`config.mk`:
```
export PLATFORM = sky130hd
export DESIGN_NAME = mem_block_mover
export DESIGN_NICKNAME = d
export VERILOG_FILES = /design/src/rtl/mem_block_mover.sv
export SDC_FILE = /design/constraint.sdc
export NUM_CORES = 1
export LEC_CHECK = 0
export BUFFER_PORTS_ARGS = -buffer_cell sky130_fd_sc_hd__buf_2
export CAP_MARGIN = 10
export CORE_MARGIN = 2
export CORE_UTILIZATION = 53
export DETAILED_ROUTE_END_ITERATION = 16
export PLACE_DENSITY = 0.91
export REMOVE_ABC_BUFFERS = 1
export SLEW_MARGIN = 20
export SYNTH_ARGS = -nofsm -noshare
export SYNTH_HDL_FRONTEND = slang
export SYNTH_SLANG_ARGS = --single-unit
```
`constraint.sdc`:
```
create_clock -name clk -period 2.5 [get_ports clk]
set_input_delay 0.25 -clock clk [delete_from_list [all_inputs] [get_ports clk]]
set_output_delay 0.25 -clock clk [all_outputs]
set_load 0.005 [all_outputs]
```
`src/rtl/mem_block_mover.sv`:
```
// rtl/mem_block_mover.sv - copy/fill block engine driving the 8-entry data memory port
module mem_block_mover #(
    parameter int size = 8
) (
    input  logic            clk,
    input  logic            rst_n,
    input  logic            start,
    input  logic            op,
    input  logic [2:0]      src_addr,
    input  logic [2:0]      dst_addr,
    input  logic [3:0]      count,
    input  logic [size-1:0] fill_data,
    output logic            busy,
    output logic            done,
    output logic            err,
    output logic            MW,
    output logic [2:0]      AddressOfMemory,
    output logic [size-1:0] dataInMemory,
    input  logic [size-1:0] dataOutFromMemory
);

    typedef enum logic [1:0] {
        IDLE = 2'd0,
        RD   = 2'd1,
        WR   = 2'd2,
        DONE = 2'd3
    } state_t;

    state_t          state;
    logic            op_q;
    logic [2:0]      src_ptr;
    logic [2:0]      dst_ptr;
    logic [3:0]      remaining;
    logic [size-1:0] fill_q;
    logic [size-1:0] data_q;
    logic            err_q;

    // Sequencer: accepts a request in IDLE, then alternates RD/WR (copy) or repeats WR (fill).
    // Pointers are 3 bits wide so the increment wraps 7 -> 0 on its own.
    always_ff @(posedge clk or negedge rst_n) begin
        if (!rst_n) begin
            state     <= IDLE;
            op_q      <= 1'b0;
            src_ptr   <= 3'd0;
            dst_ptr   <= 3'd0;
            remaining <= 4'd0;
            fill_q    <= '0;
            data_q    <= '0;
            err_q     <= 1'b0;
        end else begin
            err_q <= 1'b0;
            case (state)
                IDLE: begin
                    if (start) begin
                        if (count > 4'd8) begin
                            err_q <= 1'b1;
                        end else if (count == 4'd0) begin
                            state <= DONE;
                        end else begin
                            op_q      <= op;
                            src_ptr   <= src_addr;
                            dst_ptr   <= dst_addr;
                            remaining <= count;
                            fill_q    <= fill_data;
                            state     <= op ? WR : RD;
                        end
                    end
                end
                RD: begin
                    data_q <= dataOutFromMemory;
                    state  <= WR;
                end
                WR: begin
                    src_ptr   <= src_ptr + 3'd1;
                    dst_ptr   <= dst_ptr + 3'd1;
                    remaining <= remaining - 4'd1;
                    if (remaining == 4'd1) begin
                        state <= DONE;
                    end else begin
                        state <= op_q ? WR : RD;
                    end
                end
                DONE: begin
                    state <= IDLE;
                end
                default: begin
                    state <= IDLE;
                end
            endcase
        end
    end

    // Memory port and status decoded from registered state only, so reset clears them at once.
    always_comb begin
        busy            = (state == RD) || (state == WR);
        done            = (state == DONE);
        err             = err_q;
        MW              = (state == WR);
        AddressOfMemory = 3'd0;
        dataInMemory    = '0;
        if (state == RD) begin
            AddressOfMemory = src_ptr;
        end else if (state == WR) begin
            AddressOfMemory = dst_ptr;
            dataInMemory    = op_q ? fill_q : data_q;
        end
    end

endmodule

```
# == Yosys cells after proc, flatten, opt, wreduce, memory -nomap -nowiden ==
# Cells that the tools add are included.
# word_totals
ff_bits,30
input_bits,30
elab_cells,55
# classes
add_sub_neg,3
order_cmp,1
eq_ne,7
muxes,27
bitwise,2
reduce_logical,7
# op_table
operator,n
$mux W3,8
$mux W8,3
$mux W2,6
$mux W4,3
$pmux W3 S2,2
$pmux W2 S4,1
$pmux W4 S2,1
$reduce_and A4 Y1,2
$add A3 B1 Y3 const B,2
$ne A2 B2 Y1 const B,3
$eq A2 B2 Y1 const B,2
$eq A4 B1 Y1 const B,1
$gt A4 B4 Y1 const B,1
$logic_not A4 Y1,1
$sub A4 B1 Y4 const B,1
$mux W1,3
$eq A2 B1 Y1 const B,1
$logic_not A2 Y1,1
$not A1 Y1,2
$reduce_and A2 Y1,1
$reduce_bool A2 Y1,1
$logic_or A1 B1 Y1,1

# == Logic depth before layout (Yosys ltp) ==
# depth
word_depth,5
ltp_mapped,8

# == Least setup slack after synthesis ==
# No wires, ideal clock.
# synth_path
path_type,register to register
start,reg state[0]
end,reg dst_ptr[1]
setup_time_ns,0.126
arrival_ns,1.923
slack_ns,0.450
path_stages_with_launch,9
path_buffers,2
synth_period_minus_slack_ns,2.050
cell_sequence,dfrtp_1 -> inv_1 -> ha_1 -> buf_2 -> nand2_1 -> or3_1 -> buf_6 -> a31o_1 -> a221o_1
# synth_via
elab_chain_cells,3
# synth_rtl
element,line,text
from (decl),29,state_t state;
from (signal assigned),65,state <= op ? WR : RD;
from (signal assigned),80,state <= op_q ? WR : RD;
$logic_not A2 Y1 / $eq A2 B2 Y1 (equally long branches),52,case (state)
$ne A2 B2 Y1 (no source line) / $reduce_bool A2 Y1 (equally long branches),-,
$reduce_and A4 Y1 (no source line),-,
to (signal assigned),62,dst_ptr <= dst_addr;
to (signal assigned),75,dst_ptr <= dst_ptr + 3'd1;
to (decl),32,logic [2:0] dst_ptr;
# Parallel ways exist; a longest one is shown, timed or not.
# A chain may end at the register's enable or synchronous reset.

# == Final worst setup path ==
# layout_path
start,reg state[0]
end,out AddressOfMemory[1]
# layout_via
elab_chain_cells,3
# layout_rtl
element,line,text
$eq A2 B2 Y1,103,end else if (state == WR) begin
$mux W3,103,
$mux W3 *,101,if (state == RD) begin
to (decl),17,"output logic [2:0] AddressOfMemory,"
# Mark *: on every way between the ends. The rest lies on a longest branch, timed or not.

==> results by group <==
Logic synthesis
  – Ranking of synthesized cells by area: dfrtp_1 (42%), mux2_2 (10%), ha_1 (6.4%), mux2i_1 (6.2%), nor2_1 (3.6%)
  – Synth warn: 0
  – Ys flop type: dfrtp_1
  – Sequential area share after synthesis: 0.423
  – Count of cell types in the netlist: 46
  – Post-Synthesis Cell Area: 1770 um^2
  – Most area-hungry cell type in the Yosys netlist: dfrtp_1
  – Syn Area/Cell: 10.6 um^2
  – Gate Count Post-Synth: 167
  – Post-synth EDFFs: 0
  – Synth Register Bits: 30
  – Async set or reset register ratio after synthesis: 1.00
  – Post-synth top area share: 0.423

Global route
  – Grt ovf: 0
  – Tot GR Track Use: 0.231
  – Largest net degree at the start of global routing: 31
  – Vias in the first global route: 1,399
  – First-pass GRT wire length: 6310 um
  – Initial antenna violation count: 0

STA
  – Slew Viols, Final: 0
  – Fin crit period: 2.19 ns
  – Slew HR: 0.536
  – Unrepaired setup endpoints after global routing: no
  – Final setup fails: 0
  – Worst-case clock skew: 0.0139 ns
  – Least-Margin Pin Slew: 0.692 ns
  – TNS Setup: 0 ns
  – Endpoints failing hold: 0
  – F_max: 0.457 GHz
  – Ratio of final minimum period to clock period: 0.875

Setup path
  – Critical R2R Launch: state[0]
  – Slowest-stage cell, CP: dfrtp_1
  – Flop2flop setup slack: 0.36 ns
  – Slowest stage delay, CP: 0.41 ns
  – Cell mode on critical path: inv_1
  – WP data arrival: 1.94 ns
  – Worst-case reg-to-reg path depth: 6
  – Crit Path Class: flop to output pin
  – Crit. End Element: output pin
  – CP Max Fanout: 13
  – Crit path required time: 2.25 ns
  – CP Launch Type: flop
  – Critical-path cell list: inv_1, ha_2, inv_1, nor2_1, a22o_1, buf_2
  – Worst R2R End: dst_ptr[1]

Placement
  – Dpl hpwl: 2850 um
  – GPL Wtd Cong: 0.809
  – IO Port Bufs: 44
  – Area post-placement: 2040 um^2

Power
  – Leakage: 1.00 nW
  – Logic pwr share: 0.490
  – Net Sw Frac: 0.388
  – Net Sw Power: 1.02 mW
  – Seq pwr share: 0.366
  – Total power: 2.63 mW
  – PwrDens: 1230 nW/um^2
  – Worst VDD drop: 0.510 mV
  – Clk pwr share: 0.145
  – P_int: 1.61 mW

Worst hold path
  – Hold Crit Class: primary input to flop
  – Hold depth: 2
  – Hold_sp: dataOutFromMemory[3]
  – Hold path endpoint: data_q[3]

Floorplan
  – Die Y: 61.8 um
  – Row count: 20
  – Die area: 3820 um^2
  – Die Wd: 61.8 um
  – Initial Util: 0.567
  – Core Footprint: 3130 um^2
  – I/O Pins: 45

Routing
  – Residual DRC: 0
  – Vias/cell: 5.74
  – Post-DRT Antenna Nets: 0
  – Total Routed Length: 3920 um
  – Initial DRC Count: 99
  – Router iterations before antenna repair: 4
  – Routed len/inst: 15.0 um
  – Vias: 1,497

CTS
  – # clock sinks: 30
  – Clock buffer count from CTS: 5
  – Clock latency on the worst-skew pair: 0.34 ns
  – Max clock buf depth: 2
  – CTS tree: done
  – Post-CTS setup buffers: 0
  – Total number of H-tree levels: 2
  – Root Buffer: clkbuf_4
  – Clock transition at path regs: 0.10 ns

Final layout
  – Layout cells sized above 1: 0.369
  – Synthesis-to-layout area growth: 20.3%
  – Post-layout util: 0.682
  – Total Nets Final: 255
  – Post-route cell area: 2130 um^2
  – Diodes inserted: 0

Job
  – Max cap viols: 0

Run status
  – Status: complete, no violations
-- synth_stat cells, drive strengths merged, types with 3 or more instances --
cell,number
a211oi,4
a22o,3
a31oi,3
buf,4
clkbuf,5
dfrtp,30
ha,9
inv,7
mux2,16
mux2i,11
nand2,6
nand2b,5
nand3b,3
nand4,3
nand4b,3
nor2,17
nor3,4
nor4,4
or3,3
-- layer usage --
layer  up-vias  GRT usage  part of all wire
met5         -          0                 0
met4         0     0.0881             0.021
met3        10     0.0683             0.046
met2        42      0.385              0.51
met1       726      0.282              0.42
li1        719          -                 -
-- state kept, by name, summed over array words and instances (netlist names) --
signal	cells
data_q	8
dst_ptr	3
err	1
fill_q	8
op_q	1
remaining	4
src_ptr	3
state	2
-- worst max-delay path: cells and delay by family, from the launching register on --
family                     cells  cell delay, ns
buffers and inverters          3            0.47
DFF                            1            0.41
adders and majority gates      1            0.34
and+or+nand+nor                1            0.24
AOI/OAI and AO/OA              1            0.15
-- power by group through the flow --
stage                     Combinational (mW)  Sequential, mW  Clock (mW)
after detailed placement                1.28           0.970           0
after floorplan                        0.918           0.901           0
after CTS                               1.29           0.959       0.387
after global placement                  1.24           0.948           0
after global routing                    1.43           0.995       0.413
final                                   1.29           0.962       0.380
-- stage by stage --
| stage | hold slack [ns] | instances | setup slack [ns] |
|---|---|---|---|
| 6_report | 0.135 | 261 | 0.312 |
| 3_5_place_dp | 0.314 | 252 | 0.388 |
| 5_1_grt | 0.122 | 261 | 0.150 |
| 2_1_floorplan | -0.0456 | 158 | 0.396 |
| 4_1_cts | 0.130 | 261 | 0.145 |
| 3_3_place_gp | 0.312 | 252 | 0.438 |
-- layout by cell type (no fill, tap or decap), drive strengths merged, types with 2 or more instances in the layout --
cell / n
buf: 50
dfrtp: 30
nor2: 17
mux2: 16
mux2i: 11
ha: 9
inv: 7
nand2: 6
nand2b: 5
clkbuf: 5
a211oi: 4
nor4: 4
nor3: 4
a22o: 3
or3: 3
nand4b: 3
a31oi: 3
nand3b: 3
nand4: 3
o21ai: 2
or4: 2
o22ai: 2
a21o: 2
clkinv: 2
o31ai: 2
o31a: 2
-- layout make-up --
| type | instances | area [um^2] |
|---|---|---|
| Clock buffer | 5 | 37.5 |
| Clock inverter | 3 | 40.0 |
| Fill cell | 231 | 995 |
| Inverter | 7 | 26.3 |
| Multi-Input combinational cell | 121 | 948 |
| Sequential cell | 30 | 751 |
| Tap cell | 44 | 55.1 |
| Timing Repair Buffer | 51 | 275 |
-- cell families (layout without fill, tap and decap cells) --
group,count (synthesis),in the layout,synth area share
AOI/OAI and AO/OA,29,29,0.127
adders and majority gates,9,9,0.0635
buffers and inverters,16,66,0.0430
DFF,30,30,0.423
muxes,27,27,0.164
and+or+nand+nor,56,56,0.179
-- how the worst max path moves through the flow --
stage,startpoint,to
CTS,state[0],AddressOfMemory[1]
floorplan,state[0],dst_ptr[1]
detailed placement,state[0],dst_ptr[1]
global route,state[0],AddressOfMemory[1]
finish,state[0],AddressOfMemory[1]
global placement,state[0],dst_ptr[1]
-- timing repair --
| action | in CTS | in global routing |
|---|---|---|
| hold endpoints to repair | 30 | 0 |
| setup endpoints to repair | 0 | 3 |
| hold buffers | 1 | 0 |
| resized for setup | 0 | 1 |
Note: power is estimated with default switching activity, not from simulation.
